--- config.mk ---
export PLATFORM = sky130hd
export DESIGN_NAME = belt_box_packer
export DESIGN_NICKNAME = d
export VERILOG_FILES = /design/src/rtl/belt_pkg.sv /design/src/rtl/belt_fifo.sv /design/src/rtl/belt_box_packer.sv
export SDC_FILE = /design/constraint.sdc
export NUM_CORES = 1
export LEC_CHECK = 0
export BUFFER_PORTS_ARGS = -buffer_cell sky130_fd_sc_hd__clkbuf_2
export CORE_MARGIN = 5
export CORE_UTILIZATION = 60
export CTS_CLUSTER_SIZE = 12
export DETAILED_ROUTE_END_ITERATION = 10
export PLACE_DENSITY = 0.89
export SLEW_MARGIN = 0
export SYNTH_ARGS = -nofsm -noshare
export SYNTH_HDL_FRONTEND = slang
export SYNTH_SLANG_ARGS = --single-unit
--- constraint.sdc ---
create_clock -name clk -period 4.3 [get_ports clk]
set_clock_uncertainty 0.15 [all_clocks]
set_input_delay 0.645 -clock clk [delete_from_list [all_inputs] [get_ports clk]]
set_output_delay 0.645 -clock clk [all_outputs]
set_load 0.1 [all_outputs]
--- src/rtl/belt_pkg.sv ---
// Shared types for the belt packing stage: belt ids, packer FSM states and
// the quality threshold that splits goods onto belt A / belt B upstream.
package belt_pkg;

    localparam int QW_DEFAULT     = 7;
    localparam int QUALITY_THRESH = 61;

    typedef logic [QW_DEFAULT-1:0] quality_t;

    typedef enum logic {
        BELT_A = 1'b0,
        BELT_B = 1'b1
    } belt_id_e;

    typedef enum logic [1:0] {
        IDLE = 2'd0,
        FILL = 2'd1,
        EMIT = 2'd2
    } pack_state_e;

    // Round-robin pick: on a tie the belt that did not win last time goes.
    function automatic belt_id_e pick_belt(input logic cand_a, input logic cand_b,
                                           input belt_id_e rr_last);
        if (cand_a && cand_b) begin
            return (rr_last == BELT_A) ? BELT_B : BELT_A;
        end
        return cand_a ? BELT_A : BELT_B;
    endfunction

endpackage

--- src/rtl/belt_fifo.sv ---
// First-word-fall-through item FIFO for one belt. A push into a full FIFO is
// accepted when a pop happens in the same cycle.
module belt_fifo #(
    parameter int DEPTH = 8,
    parameter int QW    = 7
) (
    input  logic                         clk,
    input  logic                         rst,
    input  logic                         push,
    input  logic [QW-1:0]                din,
    input  logic                         pop,
    output logic [QW-1:0]                dout,
    output logic [$clog2(DEPTH+1)-1:0]   count,
    output logic                         full,
    output logic                         empty
);

    localparam int AW = $clog2(DEPTH);
    localparam int CW = $clog2(DEPTH+1);

    logic [QW-1:0] mem [DEPTH];
    logic [AW-1:0] wptr;
    logic [AW-1:0] rptr;
    logic          do_push;
    logic          do_pop;

    assign full    = (count == CW'(DEPTH));
    assign empty   = (count == '0);
    assign do_pop  = pop & ~empty;
    assign do_push = push & (~full | do_pop);
    assign dout    = mem[rptr];

    always_ff @(posedge clk) begin
        if (rst) begin
            wptr  <= '0;
            rptr  <= '0;
            count <= '0;
        end else begin
            if (do_push) wptr <= wptr + AW'(1);
            if (do_pop)  rptr <= rptr + AW'(1);
            case ({do_push, do_pop})
                2'b10:   count <= count + CW'(1);
                2'b01:   count <= count - CW'(1);
                default: count <= count;
            endcase
        end
    end

    always_ff @(posedge clk) begin
        if (do_push) mem[wptr] <= din;
    end

endmodule

--- src/rtl/belt_box_packer.sv ---
// Packs BOX_SIZE consecutive items from one belt into a box and reports the
// box summary (belt, count, sum/min/max) to the dispatch stage.
module belt_box_packer
    import belt_pkg::*;
#(
    parameter int BOX_SIZE = 4,
    parameter int DEPTH    = 8,
    parameter int QW       = 7
) (
    input  logic                              clk,
    input  logic                              rst,
    input  logic                              valid_belt_a,
    input  logic [QW-1:0]                     belt_a,
    input  logic                              valid_belt_b,
    input  logic [QW-1:0]                     belt_b,
    input  logic                              flush,
    output logic                              box_valid,
    input  logic                              box_ready,
    output logic                              box_belt,
    output logic [$clog2(BOX_SIZE+1)-1:0]     box_count,
    output logic [QW+$clog2(BOX_SIZE+1)-1:0]  box_sum,
    output logic [QW-1:0]                     box_min,
    output logic [QW-1:0]                     box_max,
    output logic                              ovf_a,
    output logic                              ovf_b,
    output logic                              busy,
    output pack_state_e                       dbg_state
);

    localparam int CW = $clog2(BOX_SIZE+1);
    localparam int SW = QW + CW;
    localparam int FW = $clog2(DEPTH+1);

    logic [FW-1:0] cnt_a, cnt_b, pick_cnt;
    logic [QW-1:0] dout_a, dout_b, item;
    logic          full_a, full_b, empty_a, empty_b;
    logic          wr_a, wr_b, pop_a, pop_b;
    logic          cand_a, cand_b, last_pop;
    logic [CW-1:0] fill_n;
    belt_id_e      pick;

    pack_state_e   state, state_nxt;
    belt_id_e      sel, rr_last;
    logic [CW-1:0] target, popped;
    logic [SW-1:0] acc_sum;
    logic [QW-1:0] acc_min, acc_max;
    logic          flush_pending, ovf_a_q, ovf_b_q;

    assign pop_a = (state == FILL) && (sel == BELT_A);
    assign pop_b = (state == FILL) && (sel == BELT_B);
    assign wr_a  = valid_belt_a & (~full_a | pop_a);
    assign wr_b  = valid_belt_b & (~full_b | pop_b);

    belt_fifo #(.DEPTH(DEPTH), .QW(QW)) u_fifo_a (
        .clk(clk), .rst(rst), .push(wr_a), .din(belt_a), .pop(pop_a),
        .dout(dout_a), .count(cnt_a), .full(full_a), .empty(empty_a)
    );

    belt_fifo #(.DEPTH(DEPTH), .QW(QW)) u_fifo_b (
        .clk(clk), .rst(rst), .push(wr_b), .din(belt_b), .pop(pop_b),
        .dout(dout_b), .count(cnt_b), .full(full_b), .empty(empty_b)
    );

    assign cand_a   = (cnt_a >= FW'(BOX_SIZE)) | (flush_pending & ~empty_a);
    assign cand_b   = (cnt_b >= FW'(BOX_SIZE)) | (flush_pending & ~empty_b);
    assign pick     = pick_belt(cand_a, cand_b, rr_last);
    assign pick_cnt = (pick == BELT_A) ? cnt_a : cnt_b;
    assign fill_n   = (pick_cnt >= FW'(BOX_SIZE)) ? CW'(BOX_SIZE) : CW'(pick_cnt);
    assign item     = (sel == BELT_A) ? dout_a : dout_b;
    assign last_pop = (popped == target - CW'(1));

    // Handshake: a box transfers on the edge where box_valid && box_ready;
    // while box_valid is high without box_ready every box_* output holds.
    always_comb begin
        state_nxt = state;
        case (state)
            IDLE:    if (cand_a || cand_b) state_nxt = FILL;
            FILL:    if (last_pop)         state_nxt = EMIT;
            EMIT:    if (box_ready)        state_nxt = IDLE;
            default: state_nxt = IDLE;
        endcase
    end

    always_ff @(posedge clk) begin
        if (rst) begin
            state         <= IDLE;
            sel           <= BELT_A;
            rr_last       <= BELT_B;
            target        <= '0;
            popped        <= '0;
            acc_sum       <= '0;
            acc_min       <= '0;
            acc_max       <= '0;
            flush_pending <= 1'b0;
            ovf_a_q       <= 1'b0;
            ovf_b_q       <= 1'b0;
        end else begin
            state <= state_nxt;
            if (valid_belt_a && !wr_a) ovf_a_q <= 1'b1;
            if (valid_belt_b && !wr_b) ovf_b_q <= 1'b1;
            flush_pending <= flush | (flush_pending & ~((state == IDLE) & empty_a & empty_b));
            case (state)
                IDLE: begin
                    if (cand_a || cand_b) begin
                        sel     <= pick;
                        rr_last <= pick;
                        target  <= fill_n;
                        popped  <= '0;
                        acc_sum <= '0;
                        acc_min <= '1;
                        acc_max <= '0;
                    end
                end
                FILL: begin
                    popped  <= popped + CW'(1);
                    acc_sum <= acc_sum + SW'(item);
                    if (item < acc_min) acc_min <= item;
                    if (item > acc_max) acc_max <= item;
                end
                default: ;
            endcase
        end
    end

    assign box_valid = (state == EMIT);
    assign box_belt  = sel;
    assign box_count = target;
    assign box_sum   = acc_sum;
    assign box_min   = acc_min;
    assign box_max   = acc_max;
    assign ovf_a     = ovf_a_q;
    assign ovf_b     = ovf_b_q;
    assign busy      = (state != IDLE) | flush_pending;
    assign dbg_state = state;

endmodule

# == Yosys cells after proc, flatten, opt, wreduce, memory -nomap -nowiden ==
# Memories as Yosys holds them, arrays and structs flattened. A register that Yosys moved wholly into a read port is not among the register bits.
# Cells that the tools add are included.
# op_classes
add_sub_neg,11
magnitude_cmp,5
n_eq_ne,14
mux,32
bitwise,25
reduce_logical,20
# ops
cell,count
2-to-1 mux 7 bit,5
one-hot mux 7 bit (2 select lines),2
one-hot mux 10 bit (2 select lines),1
2-to-1 mux 3 bit,6
one-hot mux 4 bit (2 select lines),2
adder 3 x 1 -> 3 bit (second input constant),5
>= comparator 4 x 3 -> 1 bit (second input constant),3
bitwise AND 1 bit,11
adder 10 x 7 -> 10 bit,1
2-to-1 mux 10 bit,1
2-to-1 mux 1 bit,9
AND reduction 3 bit,3
adder 4 x 1 -> 4 bit (second input constant),2
== test 4 bit (second input constant),2
zero test 4 bit,2
OR 1 bit,8
nonzero test 2 bit,4
subtractor 4 x 1 -> 4 bit (second input constant),2
greater-than comparator 7 bit,1
< comparator 7 bit,1
== test 2 x 1 -> 1 bit (second input constant),3
== test 2 bit (second input constant),3
2-to-1 mux 2 bit,3
!= test 2 x 1 -> 1 bit (second input constant),3
other kinds (12),24
# word_totals
regBits,57
ramBits,112
inputBits,20
output_inout_bits,34
wordCells,126
memories,2
# mem_list
name,words,width,rd,rd_clocked_by_memory_dff,wr,line,text
u_fifo_a.mem,8,7,1,1,1,belt_fifo.sv:21,logic [QW-1:0] mem [DEPTH];
u_fifo_b.mem,8,7,1,1,1,belt_fifo.sv:21,

# == Depth between registers and ports, before layout ==
# logic_depth
ltp_word,10
depth_mapped,14
ltp_nobuf,13

# == Hierarchy ==
# Synthesis repeated with hierarchy kept, for this count alone.
# unflattened
cells_unflattened,602
hier_area_um2,8015.2
# modules_own_cells
module,n_inst,cells_per_inst,area_per_inst_um2,seq_area_each_um2
belt_fifo (u_fifo_a),1,167,2914.0,1941.9
belt_fifo (u_fifo_b),1,154,2773.9,1941.9
belt_box_packer,1,281,2327.2,740.7

# == Least setup slack after synthesis ==
# Ideal clock, no wire load.
# synth_path
path_kind,reg-to-reg
startpoint,"reg state[0], in the netlist dbg_state[0]"
endpoint,reg u_fifo_a.count[3]
arrival_time_ns,3.345
required_ns,4.080
setup_slack_ns,0.734
stages_incl_launch_ff,13
synth_period_minus_slack_ns,3.566
path_cell_list,dfxtp_1 > or3b_2 > clkbuf_1 > nand3_1 > and2_1 > inv_1 > ha_1 > ha_1 > a21o_1 > a21oi_1 > xnor2_1 > or3_1 > a21oi_1
# synth_between
elab_chain_len,7
# synth_lines
element,line,text
from (decl),belt_box_packer.sv:42,"pack_state_e state, state_nxt;"
from (signal assigned),belt_box_packer.sv:98,state <= state_nxt;
== test 2 x 1 -> 1 bit (*),belt_box_packer.sv:49,assign pop_a = (state == FILL) && (sel == BELT_A);
logical AND 1 bit (*),belt_box_packer.sv:49,
OR 1 bit / bitwise AND 1 bit (equally long branches),"belt_box_packer.sv:51, belt_fifo.sv:29",
bitwise AND 1 bit / OR 1 bit (equally long branches),"belt_box_packer.sv:51, belt_fifo.sv:30",
bitwise AND 1 bit,belt_fifo.sv:30,assign do_push = push & (~full | do_pop);
== test 2 x 1 -> 1 bit / == test 2 bit (equally long branches),belt_fifo.sv:41,"case ({do_push, do_pop})"
one-hot mux 4 bit (2 select lines) / nonzero test 2 bit (equally long branches),--,
to (signal assigned),belt_fifo.sv:42,2'b10: count <= count + CW'(1);
to (signal assigned),belt_fifo.sv:43,2'b01: count <= count - CW'(1);
to (signal assigned),belt_fifo.sv:44,default: count <= count;
to (decl),belt_fifo.sv:13,"output logic [$clog2(DEPTH+1)-1:0] count,"
# Every way passes the cells marked *; elsewhere a longest branch is shown, timed or not.
# A chain may end at the register's enable or synchronous reset.

==> Flow_metrics.wiki <==
{| class="wikitable"
! Metric !! Value
|-
| XOR/XNOR Fraction of Synth Area || 2.04%
|-
| Total detailed-routing wirelength || 16900 um
|-
| Number of buffers created by CTS || 17
|-
| Wirelength per Cell || 20.3 um
|-
| Number of sinks driven by the clock tree || 175
|-
| Number of port buffers || 53
|-
| Starting DRC count in detailed routing || 635
|-
| Area inside the core boundary || 12600 sq um
|-
| Final Power || 5460 uW
|-
| Synth Area in Simple Gates || 9.80%
|-
| Total of hold buffers inserted after clock tree synthesis || 0
|-
| Type of destination of the critical path || flip-flop
|-
| Max cap viols || 0
|-
| Arrival time of data at the critical path endpoint || 4070 ps
|-
| DIE HEIGHT || 123 um
|-
| Count of flip-flops with a built-in enable after synthesis || 112
|-
| Hold path startpoint || flush
|-
| Setup repair after global routing missed its margin || no
|-
| Worst-path cell chain || mux4_2 > mux2i_1 > a21oi_1 > ha_1 > a21o_1 > a21oi_1 > nor2b_1 > a221oi_1 > nor3_1 > a22o_1
|-
| Remaining global-route overflow || 0
|-
| Sum Neg Setup Slack || 0 ps
|-
| Post-layout net count || 701
|-
| Worst Path Buf+Inv || 0
|-
| Clock tree from TritonCTS || built
|-
| Worst hold path stage count || 3
|-
| Maximum clock frequency || 0.260 GHz
|-
| Adder-cell area share of the yosys netlist || 5.96%
|-
| Routed vias/inst || 6.11
|-
| I/O pin cnt || 54
|-
| Final Slew Violations || 0
|-
| Worst IR drop on VDD || 0.324 mV
|-
| Synth Net Count || 644
|-
| Hold Violations, Final || 0
|-
| Clock-pin slew on the worst setup and hold paths || 70 ps
|-
| Synth async-reset ratio || 0%
|-
| Number of failing setup endpoints in the final timing report || 0
|-
| Reg2Reg Depth || 10
|-
| Setup fix buffers added after clock tree synthesis || 0
|-
| Largest net degree at the start of global routing || 39
|-
| Portion of the clock cycle consumed by the worst path in the final layout || 89.6%
|-
| Outcome || finished, final reports clean
|-
| Post-CTS Resized || 0
|-
| Type of the most critical hold path || primary input to flip-flop
|-
| Worst Path Required || 4510 ps
|-
| Main combinational cell family by area after synthesis || multiplexers
|-
| Initial Utilization || 61.2%
|-
| Die area || 15200 sq um
|-
| First-pass detailed-route iteration total || 5
|-
| Vias after detailed routing || 5080
|-
| Mux cell area share after synthesis || 11.4%
|-
| Actual transition at the worst max-transition pin || 869 ps
|-
| Post-synthesis cell type with the largest combined area || edfxtp_1
|-
| Aggregate global-route resource usage || 23.6%
|-
| Final GP Congestion || 0.867
|-
| Layout Area Growth over Synthesis || 13.6%
|-
| Endpoint, Worst Hold || flush_pending$_SDFF_PP0_
|-
| Commonest non-fill, non-tap cell in the layout || edfxtp_1
|-
| Number of logic stages on the critical path including buffering || 10
|-
| Cell type group with the largest total delay on the critical path || compound AO/OA/AOI/OAI gates
|-
| Count of yosys warnings during synthesis || 0
|-
| Summed instance area of the synthesized netlist || 7720 sq um
|-
| Top-area cell type share of the netlist area || 43.5%
|-
| Worst slew margin relative to its limit || 42.0%
|-
| Number of buffers on the longest clock path || 2
|-
| ANT cells || 0
|-
| Total half-perimeter wirelength after legalization and detailed placement || 11400 um
|-
| Number of cell rows || 41
|-
| Dominant cell type by count on the critical path || a21oi_1
|-
| Part of the Yosys area used for sequential elements || 59.9%
|-
| Per-instance average area after synthesis || 13.1 sq um
|-
| Clock insertion delay at the later pin of the skew report || 430 ps
|-
| Pleak || 0.00320 uW
|-
| Critical path startpoint category || flip-flop
|-
| Period minus WS final || 3850 ps
|-
| Top post-synthesis cells by area || edfxtp_1, dfxtp_1, mux4_2
|-
| Largest stage delay on the critical path || 770 ps
|-
| Type of the worst setup path || flip-flop to flip-flop
|-
| Maximum level of the CTS H-tree || 4
|-
| Reg2Reg Setup Slack || 450 ps
|-
| Initial antenna violation count || 0
|-
| Tightest hold margin || 318 ps
|-
| Fraction of final layout cells with drive strength greater than 1 || 20.6%
|-
| Number of DRC violations after detailed routing || 0
|-
| Count of unique library cells instantiated by Yosys || 58
|-
| Number of storage elements in the synthesis netlist || 175
|-
| Number of nets with antenna violations after routing || 0
|-
| Worst r2r dst || box_max[2]$_SDFFE_PP0P_
|-
| Critical-path top delay cell || dfxtp_1
|-
| Power per unit of standard cell area || 622 nW/um^2
|-
| Via count of the first global-routing pass || 5065
|-
| Global-route wire length before repair || 26700 um
|-
| Worst Path Max Fanout || 14
|-
| Root buffer cell || clkbuf_16
|-
| Most frequent cells in the layout || edfxtp_1, nor2_1, dfxtp_1
|-
| Compound-Gate Fraction of Synth Area || 8.03%
|-
| Final core occ || 69.5%
|-
| Horizontal die dimension || 123 um
|-
| Leading register cell type out of synthesis || edfxtp_1
|-
| Gate count of the mapped netlist || 589
|}
==> synthesized netlist by cell type, types with 2 or more instances <==
library cell    n
nor2b_1         8
xor2_1         12
nor3_1          9
a311oi_1        2
mux2i_1        16
a31oi_1         5
nand2b_1        8
xnor2_1         6
o21a_1          4
nand3b_1        2
nor2_1         66
dfxtp_1        63
a22o_1          6
buf_6           2
buf_2           4
clkbuf_1       14
o211ai_1        6
and2_1          5
ha_1           32
a2bb2oi_1       2
or3_1           5
mux4_2         27
and3_1          2
mux2_2          6
inv_1          30
o21ai_0        12
nand2_1        30
fa_1            3
nor4b_1         2
buf_1           5
a21oi_1        33
nor4_1          2
nand3_1        18
or2_2           2
edfxtp_1      112
a21o_1          6
==> state kept, by name, indices dropped and copies added (netlist names), 2 cells and up, named ones only <==
name,count
popped,3
box_min,7
dbg_state,2
u_fifo_b.mem,56
u_fifo_a.rptr,3
u_fifo_b.rptr,3
u_fifo_a.count,4
u_fifo_a.mem,56
box_sum,10
u_fifo_b.count,4
box_count,3
u_fifo_a.wptr,3
box_max,7
u_fifo_b.wptr,3
==> report_power, final <==
group          internal, uW  leakage, uW  switching [uW]
Sequential             1920      0.00153             158
Combinational           496      0.00138            1310
Clock                   930     0.000289             644
Total                  3350      0.00320            2110
==> cell type report <==
class	count	area [sq um]
clock inverters	13	163
inverters	30	113
clock buffers	19	443
repair buffers	63	340
fillers	802	3850
flip-flops and latches	175	4620
well taps	172	215
multi-input cells	359	2870
==> worst max-delay path by stage <==
stage                                         start                              to  slack (ps)
after CTS                                 flip-flop         box_max[2]$_SDFFE_PP0P_         520
final                                     flip-flop         box_max[2]$_SDFFE_PP0P_         450
after global placement                    flip-flop         box_max[3]$_SDFFE_PP0P_         720
after detailed placement                  flip-flop         box_max[4]$_SDFFE_PP0P_         590
after global routing                      flip-flop         box_max[2]$_SDFFE_PP0P_         230
after floorplan           dbg_state[0]$_SDFFE_PP0P_  u_fifo_a.count[3]$_SDFFE_PP0P_         730
==> stage by stage <==
stage | std cells | instance area (sq um) | worst slack (ps)
after floorplan | 589 | 7720 | 734
after global placement | 799 | 8170 | 718
after detailed placement | 799 | 8170 | 587
after CTS | 831 | 8770 | 524
after global routing | 831 | 8770 | 234
final | 831 | 8770 | 448
==> per-layer routing <==
| layer | vias up | share of wire, % | global-route usage [%] |
|---|---|---|---|
| met4 | 0 | 2.8 | 9.97 |
| met5 | - | 0 | 0 |
| met3 | 39 | 7.7 | 4.44 |
| met1 | 2490 | 41 | 32.4 |
| li1 | 2297 | - | - |
| met2 | 254 | 49 | 37.4 |
==> worst min-delay path, stage by stage <==
cell and delay [ps]:
clkbuf_2 80, a21oi_1 40, nor2_1 100
==> cells by family after synthesis <==
family / after synthesis
compound gates: 93
xor+xnor: 18
fa+ha+maj: 35
buf+inv: 55
flops: 175
mux: 51
simple gates: 162
Note: power is estimated with default switching activity, not from simulation.
